===== config.mk =====
export PLATFORM = sky130hd
export DESIGN_NAME = memory_stage_flat
export DESIGN_NICKNAME = d
export VERILOG_FILES = /design/src/rtl/memory_stage_if.sv /design/src/rtl/memory_stage.sv /design/src/flat_wrapper.sv
export SDC_FILE = /design/constraint.sdc
export NUM_CORES = 1
export LEC_CHECK = 0
export CAP_MARGIN = 20
export CORE_MARGIN = 3
export CORE_UTILIZATION = 42
export CTS_CLUSTER_SIZE = 40
export DETAILED_ROUTE_END_ITERATION = 12
export PLACE_DENSITY_LB_ADDON = 0.1
export SYNTH_ARGS = -nofsm -noshare
export SYNTH_HDL_FRONTEND = slang
export SYNTH_SLANG_ARGS = --single-unit

===== constraint.sdc =====
create_clock -name clk -period 1.55 [get_ports clk]
set_input_delay 0.155 -clock clk [delete_from_list [all_inputs] [get_ports clk]]
set_output_delay 0.155 -clock clk [all_outputs]
set_load 0.03 [all_outputs]

===== src/rtl/memory_stage_if.sv =====
// ----------------------------------------------------------------------------
// memory_stage_if
// Data-memory request/response bus between the MEM/WB stage and data memory.
//
// Signals:
//   mem_req_out    request strobe, held until mem_ready_in
//   mem_we_out     1 = write, 0 = read
//   mem_addr_out   word-aligned byte address (low 2 bits zero)
//   mem_be_out     byte enables, one per 8-bit lane
//   mem_wdata_out  write data, replicated across the enabled lanes
//   mem_rdata_in   read data, valid together with mem_ready_in
//   mem_ready_in   access complete
//
// Modports: master = memory stage side, slave = memory side.
// ----------------------------------------------------------------------------
interface memory_stage_if #(
  parameter int MEM_AW = 32
);
  logic              mem_req_out;
  logic              mem_we_out;
  logic [MEM_AW-1:0] mem_addr_out;
  logic [3:0]        mem_be_out;
  logic [31:0]       mem_wdata_out;
  logic [31:0]       mem_rdata_in;
  logic              mem_ready_in;

  modport master (
    output mem_req_out, mem_we_out, mem_addr_out, mem_be_out, mem_wdata_out,
    input  mem_rdata_in, mem_ready_in
  );

  modport slave (
    input  mem_req_out, mem_we_out, mem_addr_out, mem_be_out, mem_wdata_out,
    output mem_rdata_in, mem_ready_in
  );
endinterface


===== src/rtl/memory_stage.sv =====
// ----------------------------------------------------------------------------
// memory_stage
// MEM/WB pipeline stage of the MIPS core. Registers the execute-stage results
// and 8-bit control bundle, performs loads/stores on the data memory over a
// req/ready handshake, stalls upstream while an access is outstanding, and
// drives register-file write-back.
//
// Ports:
//   clk, reset           clock, synchronous active-low reset
//   bundle_in            control bundle {link, unsigned, size[1:0],
//                        mem_write, mem_read, mem_to_reg, reg_write}
//   pc_seq_in            PC+4 (link value)
//   alu_in               ALU result / effective address
//   reg_read2_in         store data
//   reg_write_dest_in    destination register
//   stall_out            hold upstream stages
//   mem                  data-memory bus (memory_stage_if.master)
//   wb_en_out/dest/data  register-file write-back
//   fault_out            misaligned access trap
//
// Build option: define MEM_MISALIGN_TRAP_EN to trap misaligned half/word
// accesses (no request, one-cycle fault_out). Without it fault_out is 0 and
// the offending low address bits are simply ignored.
// ----------------------------------------------------------------------------
module memory_stage #(
  parameter int MEM_AW = 32
) (
  input  logic                  clk,
  input  logic                  reset,
  input  logic [7:0]            bundle_in,
  input  logic [31:0]           pc_seq_in,
  input  logic [31:0]           alu_in,
  input  logic [31:0]           reg_read2_in,
  input  logic [4:0]            reg_write_dest_in,
  output logic                  stall_out,
  memory_stage_if.master        mem,
  output logic                  wb_en_out,
  output logic [4:0]            wb_dest_out,
  output logic [31:0]           wb_data_out,
  output logic                  fault_out
);

  localparam logic [1:0] ST_IDLE = 2'd0;
  localparam logic [1:0] ST_BUSY = 2'd1;
  localparam logic [1:0] ST_DONE = 2'd2;

  logic [1:0]  state_reg, state_next;
  logic [7:0]  bundle_reg;
  logic [31:0] pc_seq_reg;
  logic [31:0] alu_reg;
  logic [31:0] rd2_reg;
  logic [4:0]  dest_reg;
  logic [31:0] load_q_reg;

  // Bundle decode
  logic       reg_write, mem_to_reg, mem_read, mem_write, is_unsigned, link;
  logic [1:0] size;
  logic       mem_op, size_byte, size_half;
  logic       misaligned, mem_req;

  assign reg_write   = bundle_reg[0];
  assign mem_to_reg  = bundle_reg[1];
  assign mem_read    = bundle_reg[2];
  assign mem_write   = bundle_reg[3];
  assign size        = bundle_reg[5:4];
  assign is_unsigned = bundle_reg[6];
  assign link        = bundle_reg[7];

  assign mem_op    = mem_read | mem_write;
  assign size_byte = (size == 2'b00);
  assign size_half = (size == 2'b01);

`ifdef MEM_MISALIGN_TRAP_EN
  // Size 11 decodes as word, so any size other than byte/half needs alu[1:0]=0.
  assign misaligned = mem_op &
                      ((size_half & alu_reg[0]) |
                       (!size_byte && !size_half && (alu_reg[1:0] != 2'b00)));
`else
  assign misaligned = 1'b0;
`endif

  // A request can only reach BUSY when it was aligned, so the misaligned
  // term only matters in IDLE.
  assign mem_req   = mem_op && !misaligned &&
                     ((state_reg == ST_IDLE) || (state_reg == ST_BUSY));
  assign stall_out = mem_req;
  assign fault_out = (state_reg == ST_IDLE) && misaligned;

  // Request fields come straight from the held stage registers, so they stay
  // stable for the whole request. They read zero when idle.
  logic [3:0]  be_raw;
  logic [31:0] wdata_raw;

  always_comb begin
    be_raw    = 4'hF;
    wdata_raw = rd2_reg;
    if (size_byte) begin
      be_raw    = 4'b0001 << alu_reg[1:0];
      wdata_raw = {4{rd2_reg[7:0]}};
    end else if (size_half) begin
      be_raw    = alu_reg[1] ? 4'b1100 : 4'b0011;
      wdata_raw = {2{rd2_reg[15:0]}};
    end
  end

  assign mem.mem_req_out   = mem_req;
  assign mem.mem_we_out    = mem_req & mem_write;
  assign mem.mem_addr_out  = mem_req ? {alu_reg[MEM_AW-1:2], 2'b00} : '0;
  assign mem.mem_be_out    = mem_req ? be_raw : 4'h0;
  assign mem.mem_wdata_out = mem_req ? wdata_raw : 32'h0;

  // FSM
  always_comb begin
    state_next = state_reg;
    case (state_reg)
      ST_IDLE: if (mem_req) state_next = mem.mem_ready_in ? ST_DONE : ST_BUSY;
      ST_BUSY: if (mem.mem_ready_in) state_next = ST_DONE;
      ST_DONE: state_next = ST_IDLE;
      default: state_next = ST_IDLE;
    endcase
  end

  always_ff @(posedge clk) begin
    if (!reset) begin
      state_reg  <= ST_IDLE;
      bundle_reg <= 8'h00;
      pc_seq_reg <= '0;
      alu_reg    <= '0;
      rd2_reg    <= '0;
      dest_reg   <= '0;
      load_q_reg <= '0;
    end else begin
      state_reg <= state_next;
      if (!stall_out) begin
        bundle_reg <= bundle_in;
        pc_seq_reg <= pc_seq_in;
        alu_reg    <= alu_in;
        rd2_reg    <= reg_read2_in;
        dest_reg   <= reg_write_dest_in;
      end
      // ready outside an active request is ignored
      if (mem_req && mem.mem_ready_in) load_q_reg <= mem.mem_rdata_in;
    end
  end

  // Load lane selection and extension
  logic [7:0]  lane [4];
  logic [7:0]  byte_sel;
  logic [15:0] half_sel;
  logic [31:0] load_ext;

  for (genvar gi = 0; gi < 4; gi++) begin : g_lane
    assign lane[gi] = load_q_reg[8*gi +: 8];
  end

  assign byte_sel = lane[alu_reg[1:0]];
  assign half_sel = alu_reg[1] ? load_q_reg[31:16] : load_q_reg[15:0];

  always_comb begin
    load_ext = load_q_reg;
    if (size_byte)
      load_ext = is_unsigned ? {24'h0, byte_sel} : {{24{byte_sel[7]}}, byte_sel};
    else if (size_half)
      load_ext = is_unsigned ? {16'h0, half_sel} : {{16{half_sel[15]}}, half_sel};
  end

  // Write-back
  logic wb_valid;
  assign wb_valid = ((state_reg == ST_IDLE) && !mem_op) || (state_reg == ST_DONE);

  always_comb begin
    wb_data_out = alu_reg;
    if (link)            wb_data_out = pc_seq_reg;
    else if (mem_to_reg) wb_data_out = load_ext;
  end

  assign wb_en_out   = reg_write && (dest_reg != 5'd0) && wb_valid;
  assign wb_dest_out = dest_reg;

endmodule


===== src/flat_wrapper.sv =====
// flat-port wrapper written by rule: the top's interface ports become plain ports
module memory_stage_flat 
#(
  parameter int MEM_AW = 32
)
  (clk, reset, bundle_in, pc_seq_in, alu_in, reg_read2_in, reg_write_dest_in, stall_out, wb_en_out, wb_dest_out, wb_data_out, fault_out, mem_mem_req_out, mem_mem_we_out, mem_mem_addr_out, mem_mem_be_out, mem_mem_wdata_out, mem_mem_rdata_in, mem_mem_ready_in);
  memory_stage_if #(.MEM_AW(MEM_AW)) mem_i ();
  input  logic clk;
  input  logic reset;
  input  logic [7:0] bundle_in;
  input  logic [31:0] pc_seq_in;
  input  logic [31:0] alu_in;
  input  logic [31:0] reg_read2_in;
  input  logic [4:0] reg_write_dest_in;
  output logic stall_out;
  output logic wb_en_out;
  output logic [4:0] wb_dest_out;
  output logic [31:0] wb_data_out;
  output logic fault_out;
  output wire logic [$bits(mem_i.mem_req_out)-1:0] mem_mem_req_out;
  output wire logic [$bits(mem_i.mem_we_out)-1:0] mem_mem_we_out;
  output wire logic [$bits(mem_i.mem_addr_out)-1:0] mem_mem_addr_out;
  output wire logic [$bits(mem_i.mem_be_out)-1:0] mem_mem_be_out;
  output wire logic [$bits(mem_i.mem_wdata_out)-1:0] mem_mem_wdata_out;
  input wire logic [$bits(mem_i.mem_rdata_in)-1:0] mem_mem_rdata_in;
  input wire logic [$bits(mem_i.mem_ready_in)-1:0] mem_mem_ready_in;
  assign mem_mem_req_out = mem_i.mem_req_out;
  assign mem_mem_we_out = mem_i.mem_we_out;
  assign mem_mem_addr_out = mem_i.mem_addr_out;
  assign mem_mem_be_out = mem_i.mem_be_out;
  assign mem_mem_wdata_out = mem_i.mem_wdata_out;
  assign mem_i.mem_rdata_in = mem_mem_rdata_in;
  assign mem_i.mem_ready_in = mem_mem_ready_in;
  memory_stage #(.MEM_AW(MEM_AW)) u_core (.clk(clk), .reset(reset), .bundle_in(bundle_in), .pc_seq_in(pc_seq_in), .alu_in(alu_in), .reg_read2_in(reg_read2_in), .reg_write_dest_in(reg_write_dest_in), .stall_out(stall_out), .mem(mem_i), .wb_en_out(wb_en_out), .wb_dest_out(wb_dest_out), .wb_data_out(wb_data_out), .fault_out(fault_out));
endmodule

==> results by group <==
Run status
  – Outcome: finished, violations left
  – Failing checks: setup timing

Yosys
  – Post-Syn Area: 0.007262 sq mm
  – #FFs+latches synth: 143
  – Sequential fraction of the synthesis area: about two fifths
  – Fraction of registers with async set/reset: 0%
  – Synth cell types: 48
  – Ys Warns: 0
  – Synth Flop Type: dfxtp_1
  – Synth Area per Inst: 7.989 sq um
  – Number of synthesized flops with an enable pin: 0
  – Post-Syn Instances: 909

Layout
  – Post-Layout Inst Area: 0.01397 sq mm
  – Area Overhead vs Synth: 92.32%
  – Fraction of layout cells with a size suffix above 1: 44.21%
  – # nets final: 1436
  – Util after Layout: 83.33%
  – Filler Cell Count: 969

Setup path
  – Crit start category: flip-flop
  – CP max FO: 8
  – Worst stage delay on the critical path: approximately 400 ps
  – Crit. End Element: primary output
  – Req. time, crit path: approximately 1400 ps
  – Worst setup path class: flip-flop to primary output
  – Delay-heaviest family, CP: buffers and inverters
  – Slowest cell on crit path: dfxtp_4
  – Data arrival time of the critical path: about 2000 ps
  – Buffers & Inverters on Critical Path: 3
  – CP cell instances: mux2i_4 > mux2i_4 > a21oi_4 > buf_12 > buf_6 > a21oi_4 > buf_6

STA
  – FMAX: between 0.4 and 0.5 GHz
  – RSZ-0062 raised after global routing: true
  – Max Clock Skew: 6.755 ps
  – Tcrit/Tclk final: 139.0%
  – Endpoints failing setup: 132
  – Setup TNS: -39040 ps
  – Min setup slack post-route: -605.2 ps
  – Final Max Tran Viols: 0
  – Crit path time final: around 2200 ps
  – Hold Fails Final Rpt: 0

Power and ir drop
  – Power Internal: 10.35 mW
  – Peak supply drop: about 0.7 mV
  – Pleak: between 5 and 6 nW
  – Clock power frac: 30.7%
  – PwrDens: 1112 mW/mm^2
  – Switch Pwr: around 5.2 mW
  – Power share of the sequential group: ~28%
  – Sw Ratio: 33.33%
  – Comb pwr share: between 40 and 50%

GRT
  – Overflow after GRT: 0
  – Vias in the first global route: 8345
  – Largest net degree at the start of global routing: 63
  – Gr usage total: 31.11%
  – Global-route wire length before repair: 45150 um
  – Initial antenna violation count: 1

CTS
  – Clock-pin transition on the worst setup and hold timing paths: roughly 60 ps
  – Clock sink count: roughly 140
  – CTS tree: built
  – CTS Hold Buffers Added: 0
  – Clk_lat worst skew: around 430 ps
  – CTS Buf Count: 17
  – H-tree Lvls: 4
  – Max Buffers Root-to-Sink: 2
  – Clock Tree Root: clkbuf_16

Floorplanning
  – Core region area: 0.01676 sq mm
  – DIE AREA: 0.01890 sq mm
  – Die boundary height: 137.5 um
  – Num rows: 47
  – IO Pins: 254
  – Starting Density: about 43%
  – Die X-Extent: 137.5 um

Route
  – Pre-antenna DRT Iters: 5
  – Vias/cell: 5.555
  – First DRT Iteration DRCs: 660
  – Post-route ant nets: 0
  – Vias: 8482
  – Routed wire length: roughly 33000 um
  – Drt wl/cell: 21.83 um
  – Drt drc: 0

Hold path
  – Hold/Removal Path Class: input port to flip-flop

Placed design
  – Placed cell area: 0.01062 sq mm
  – Buffers on Ports: 250
  – Post-DP HPWL: around 18000 um
  – Global placer's final weighted congestion: 0.8263

Run
  – Max-Cap Viols: 0
==> layout by cell type (no fill, tap or decap), drive strengths merged, types with 2 or more instances in the layout <==
cell type	n
clkdlybuf4s50	142
o221ai	7
a211oi	16
dfxtp	143
nor2	50
buf	285
nor4b	2
mux2i	28
clkbuf	25
a22oi	15
clkinv	7
a21oi	62
nand2	245
o21ai	15
conb	3
or2	2
diode	2
o22ai	8
a21boi	101
and2	79
dlygate4sd2	5
inv	4
nor2b	4
o21a	38
bufinv	6
==> Yosys cell counts (10+ instances only) <==
cell type | number | area share [%]
buf_2 | 31 | 2.1
a21boi_0 | 95 | 9.8
buf_4 | 11 | 1.1
and2_1 | 76 | 6.5
mux2i_1 | 27 | 3.7
a21oi_2 | 11 | 1.3
nor2_1 | 49 | 2.5
dfxtp_1 | 143 | 39
o21a_1 | 38 | 3.9
nand2_2 | 10 | 0.86
clkbuf_1 | 24 | 1.2
a22oi_1 | 15 | 1.6
a211oi_1 | 10 | 1.0
nand2_1 | 235 | 12
a21oi_1 | 49 | 3.4
==> final timing paths <==
check / from / endpoint / cells after the start / slack (ps)
max: u_core.alu_reg[1]$_SDFFE_PN0N_ / wb_data_out[21] / 7 / -610
max reg2reg: u_core.state_reg[1]$_SDFFE_PN0P_ / u_core.rd2_reg[6]$_SDFFE_PN0N_ / 8 / -110
min: reset / u_core.pc_seq_reg[0]$_SDFFE_PN0N_ / 2 / 100
min reg2reg: u_core.pc_seq_reg[12]$_SDFFE_PN0N_ / u_core.pc_seq_reg[12]$_SDFFE_PN0N_ / 2 / 450
==> layer usage <==
metal  vias up  share of wire, %  global-route usage, %
li1       3830                 -                      -
met5         -                 0                      0
met4         0               5.1                  14.08
met3       112               7.5                  6.720
met1      4112                40                  38.97
met2       428                48                  51.22
==> power by group through the flow <==
stage	Sequential, mW	Combinational (mW)	Clock, mW
final	4.35	6.42	4.76
after global routing	4.38	6.68	4.92
after CTS	4.29	5.76	4.76
after detailed placement	4.33	4.13	0
after global placement	4.33	4.10	0
after floorplan	4.28	2.41	0
==> through the flow <==
step	setup slack, ps	hold slack [ps]	std cells	power [mW]
2_1_floorplan	-145.2	234.3	911	6.692
3_3_place_gp	-491.7	447.5	1406	8.432
3_5_place_dp	-528.0	450.3	1406	8.467
4_1_cts	-599.4	68.42	1506	14.81
5_1_grt	-643.3	93.18	1526	15.98
6_report	-605.2	101.3	1527	15.53
==> repair_timing <==
action / in CTS / in global routing
setup buffers: 62 / 22
gates resized for setup: 473 / 137
endpoints found under the setup margin: 133 / 191
pin swaps: 88 / 60
cloned: 11 / 9
==> area by class of cell <==
| cell class | count | area [sq um] | share of cell area [%] |
|---|---|---|---|
| multi-input combinational | 686 | 5096 | 36.49 |
| timing repair buffer | 440 | 5007 | 35.85 |
| sequential | 143 | 2885 | 20.66 |
| clock buffer | 18 | 439.2 | 3.145 |
| tap | 220 | 275.3 | 1.971 |
| clock inverter | 14 | 237.7 | 1.702 |
| inverter | 4 | 20.02 | 0.1433 |
| antenna | 2 | 5.005 | 0.03584 |
==> cells by family (layout without fill, tap and decap cells) <==
| family | after synthesis | count (layout) | synth area share, % |
|---|---|---|---|
| and+or+nand+nor | 388 | 388 | 24.00 |
| DFF | 143 | 143 | 39.42 |
| muxes | 28 | 28 | 3.911 |
| buffers and inverters | 82 | 476 | 6.271 |
| other | 1 | 5 | 0.05164 |
| AOI/OAI and AO/OA | 267 | 267 | 26.34 |
Power figures use the tool's default switching activity.
